==> src/rtl/pipelined_rca_adder.sv <==
// Pipelined ripple-carry adder/subtractor: WIDTH bits split into STAGES slices,
// one registered full-adder chain per slice, valid/ready handshake with global stall.
module pipelined_rca_adder #(
  parameter int unsigned WIDTH  = 16,
  parameter int unsigned STAGES = 4
) (
  input  logic             clk,
  input  logic             rst,
  input  logic             in_valid,
  output logic             in_ready,
  input  logic [WIDTH-1:0] a,
  input  logic [WIDTH-1:0] b,
  input  logic             cin,
  input  logic             sub,
  output logic             out_valid,
  input  logic             out_ready,
  output logic [WIDTH-1:0] s,
  output logic             cout,
  output logic             ovf
);

  localparam int unsigned SliceW = WIDTH / STAGES;

  logic             adv;
  logic [WIDTH-1:0] op_a    [STAGES];
  logic [WIDTH-1:0] op_b    [STAGES];
  logic [WIDTH-1:0] sum_in  [STAGES];
  logic [WIDTH-1:0] sum_out [STAGES];
  logic             c_in    [STAGES];
  logic             c_out   [STAGES];
  logic             vld_in  [STAGES];
  logic             vld_out [STAGES];

  // Whole pipeline advances together; bubbles are not squeezed out.
  assign adv      = out_ready | ~out_valid;
  assign in_ready = adv;

  assign op_a[0]   = a;
  assign op_b[0]   = sub ? ~b : b;
  assign c_in[0]   = sub | cin;
  assign sum_in[0] = '0;
  assign vld_in[0] = in_valid;

  for (genvar k = 1; k < STAGES; k++) begin : g_link
    assign c_in[k]   = c_out[k-1];
    assign sum_in[k] = sum_out[k-1];
    assign vld_in[k] = vld_out[k-1];
  end

  for (genvar k = 0; k < STAGES; k++) begin : g_stage
    logic [SliceW-1:0] x;
    logic [SliceW-1:0] y;
    logic [SliceW-1:0] sl_sum;
    logic              carry;
    logic [WIDTH-1:0]  sum_d;
    logic              vld_q;
    logic              c_q;
    logic [WIDTH-1:0]  sum_q;

    assign x = op_a[k][k*SliceW +: SliceW];
    assign y = op_b[k][k*SliceW +: SliceW];

    always_comb begin
      sl_sum = '0;
      carry  = c_in[k];
      for (int i = 0; i < SliceW; i++) begin
        sl_sum[i] = x[i] ^ y[i] ^ carry;
        carry     = (x[i] & y[i]) | (x[i] & carry) | (y[i] & carry);
      end
    end

    // Earlier slices arrive already placed; this stage ORs its own slice in.
    always_comb begin
      sum_d                      = '0;
      sum_d[k*SliceW +: SliceW]  = sl_sum;
      sum_d                      = sum_d | sum_in[k];
    end

    always_ff @(posedge clk or posedge rst) begin
      if (rst) begin
        vld_q <= 1'b0;
        c_q   <= 1'b0;
        sum_q <= '0;
      end else if (adv) begin
        vld_q <= vld_in[k];
        c_q   <= carry;
        sum_q <= sum_d;
      end
    end

    assign vld_out[k] = vld_q;
    assign c_out[k]   = c_q;
    assign sum_out[k] = sum_q;

    if (k < STAGES - 1) begin : g_skew
      logic [WIDTH-1:0] a_q;
      logic [WIDTH-1:0] b_q;

      always_ff @(posedge clk or posedge rst) begin
        if (rst) begin
          a_q <= '0;
          b_q <= '0;
        end else if (adv) begin
          a_q <= op_a[k];
          b_q <= op_b[k];
        end
      end

      assign op_a[k+1] = a_q;
      assign op_b[k+1] = b_q;
    end else begin : g_last
      logic ovf_q;
      logic unused_ops;

      // Carry into the MSB is recovered as sum ^ x ^ y of the top bit.
      always_ff @(posedge clk or posedge rst) begin
        if (rst) begin
          ovf_q <= 1'b0;
        end else if (adv) begin
          ovf_q <= x[SliceW-1] ^ y[SliceW-1] ^ sl_sum[SliceW-1] ^ carry;
        end
      end

      assign ovf        = ovf_q;
      assign unused_ops = ^{op_a[k], op_b[k]};
    end
  end

  assign out_valid = vld_out[STAGES-1];
  assign s         = sum_out[STAGES-1];
  assign cout      = c_out[STAGES-1];

endmodule

==> config.mk <==
export PLATFORM = sky130hd
export DESIGN_NAME = pipelined_rca_adder
export DESIGN_NICKNAME = d
export VERILOG_FILES = /design/src/rtl/pipelined_rca_adder.sv
export SDC_FILE = /design/constraint.sdc
export NUM_CORES = 1
export LEC_CHECK = 0
export ABC_AREA = 1
export CAP_MARGIN = 0
export CORE_MARGIN = 4
export CORE_UTILIZATION = 25
export CTS_CLUSTER_SIZE = 20
export DETAILED_ROUTE_END_ITERATION = 10
export GPL_TIMING_DRIVEN = 1
export SLEW_MARGIN = 10
export SYNTH_ARGS = -nofsm -noshare
export SYNTH_HDL_FRONTEND = slang
export SYNTH_SLANG_ARGS = --single-unit
==> constraint.sdc <==
create_clock -name clk -period 8.4 [get_ports clk]
set_input_delay 1.68 -clock clk [delete_from_list [all_inputs] [get_ports clk]]
set_output_delay 1.68 -clock clk [all_outputs]
set_load 0.02 [all_outputs]
==> results.cfg <==
[synthesis]
ys_top_cells_by_area = dfrtp_1, nand2_1, fa_1, o21ai_0, inv_1
synth_common_cells = nand2_1, dfrtp_1, inv_1, o21ai_0, o21ai_1
synth_top_area_share = 0.578
synth-edff-count = 0
synthArstFlopShare = 1.00
syn_nets = 487
synth.avg_cell_area_sq_um = 9.73
yosysMostFrequentCell = nand2_1
yosysSeqAreaShare = 0.578
synthDistinctLibCells = 19
syn_area_sq_mm = 0.00420
syn-instance-count = 432
ys.flop_type = dfrtp_1
ys_warn_count = 0
yosys.area.top_type = dfrtp_1
ys_ff_latch = 97

[route]
drtPass1Iterations = 5
drtIter0Drc = 183
antenna_left = 0
routed_via_density = 3.89
drt-total-wl_mm = 8.09
routedWlPerCell_um = 11.5
vias = 2745
drc = 0

[critical_path]
crit_path_start_kind = primary input
r2r-start = g_stage[2].c_q$_DFFE_PP0P_
path_max_fanout = 90
required_ns = 6.72
arrival_ns = 3.54
cp-end-kind = primary output
path_class = in2out
cp-startpoint = out_ready

[timing]
rsz0062_at_grt = no
fmax_mhz = 191
tns_ns = 0
tightest_slew_ns = 0.987
report.final.slew_viol_count = 0
skew_ns = 0.00549
max-slew-margin-rel = 0.342
finalSetupViolCount = 0
min_period_ns = 5.22
final.period_utilization = 0.622
finalHoldViolations = 0

[placed_design]
routabilityCongestion = 0.723
place.port_buffers = 57
place_hpwl_mm = 5.48

[global_route]
grt_max_degree = 105
antenna_found_initial = 0
grt_util_all_layers = 0.0938
grt_pass1_wl_mm = 14.0
grt_pass1_vias = 2939
overflow = 0

[clock_network]
clk_pin_slew_ns = 0.06
cts_tree = yes
cts_hold_buf = 0
cts_setup_buffers = 0
cts_buffers = 9
clkLatencyLatePin_ns = 0.33
root_buffer = clkbuf_16
cts.sinks = 97
clock_path_buffers = 2
h-tree-depth = 3
cts_resized = 0

[job]
cap_violations = 0

[die]
rows = 47
ios = 58
coreArea_sq_mm = 0.0165
dieArea_sq_mm = 0.0189
initial_utilization = 0.254
die_y_um = 138
fp.dieW_um = 138

[final_layout]
diodes = 0
layout-drive-gt1-share = 0.0494
fillers = 1706
area_growth_pct = 23.7
layout.nets = 536
final_core_util = 0.315

[status]
status = finished clean

[worst_hold_path]
holdCritPathClass = reg2reg
min_from = g_stage[2].vld_q$_DFFE_PP0P_

[power]
p_leak_nw = 2.45
ir_worst_vdd_mv = 0.113
p_per_area_mw_per_mm2 = 349
state kept, by name, summed over array words and instances, names as in the netlist:
register	flops
out_valid	1
ovf	1
g_stage.sum_q	24
g_stage.g_skew.b_q	24
g_stage.g_skew.a_q	24
g_stage.c_q	3
g_stage.vld_q	3
cout	1
s	16
final cells by class:
type | instances | area (sq um) | area share
Tap cell | 220 | 275 | 0.0530
Sequential cell | 97 | 2430 | 0.467
Multi-Input combinational cell | 269 | 1450 | 0.279
Inverter | 44 | 168 | 0.0323
Timing Repair Buffer | 60 | 593 | 0.114
Clock buffer | 12 | 256 | 0.0494
Clock inverter | 4 | 26.3 | 0.00506
report_power, final:
part,internal [mW],total (mW),leakage (nW),switching [mW]
registers,0.675,0.777,1.18,0.102
logic,0.275,0.657,1.13,0.382
clock network,0.217,0.383,0.139,0.166
kinds of logic after synthesis:
| logic type | after synthesis | synth area share |
|---|---|---|
| and+or+nand+nor | 174 | 0.158 |
| AOI/OAI and AO/OA | 62 | 0.0744 |
| xor gates and xnor gates | 16 | 0.0333 |
| buffers and inverters | 66 | 0.0771 |
| adders and majority gates | 17 | 0.0792 |
| DFF | 97 | 0.578 |
routing by layer:
layer / global-route usage / wire [um] / up-vias
met5: 0 / 0 / -
met4: 0.0416 / 150 / 0
met3: 0.0245 / 329 / 10
met2: 0.145 / 3600 / 46
met1: 0.124 / 4020 / 1281
li1: - / - / 1408
metrics by stage:
stage / setup WS [ns] / cells / instance area, sq um / total power [mW] / hold slack, ns
3_5_place_dp: 3.12 / 690 / 4910 / 1.46 / 0.438
5_1_grt: 3.01 / 706 / 5200 / 1.99 / 0.490
6_report: 3.18 / 706 / 5200 / 1.82 / 0.451
3_3_place_gp: 3.15 / 690 / 4910 / 1.43 / 0.439
2_1_floorplan: 4.19 / 432 / 4200 / 1.24 / 0.420
4_1_cts: 3.12 / 706 / 5200 / 1.85 / 0.454
critical path: stages:
cell             delay (ns)
clkdlybuf4s50_1        0.47
inv_2                  0.05
nand2_4                0.59
clkdlybuf4s50_1        0.75
path summary, 6_finish.rpt:
check	end	slack, ns	depth (start not counted)
min in group asynchronous	g_stage[0].sum_q[0]$_DFFE_PP0P_	1.67	2
worst max register to register	ovf$_DFFE_PP0P_	5.90	13
worst max-delay path	in_ready	3.18	4
max in group asynchronous	g_stage[2].g_skew.a_q[14]$_DFFE_PP0P_	5.56	3
worst min register to register	out_valid$_DFFE_PP0P_	0.45	2
worst min-delay path	out_valid$_DFFE_PP0P_	0.45	2
placed cells by master (no fill, tap or decap), drive strengths merged:
master	count
ha	1
clkbuf	12
buf	3
nor2	2
dfrtp	97
fa	16
nand2	170
o21ai	60
or2	2
a21oi	1
inv	45
clkinv	2
o21a	1
clkdlybuf4s50	57
clkinvlp	1
xnor2	14
xor2	2
(Power assumes the default switching activity.)
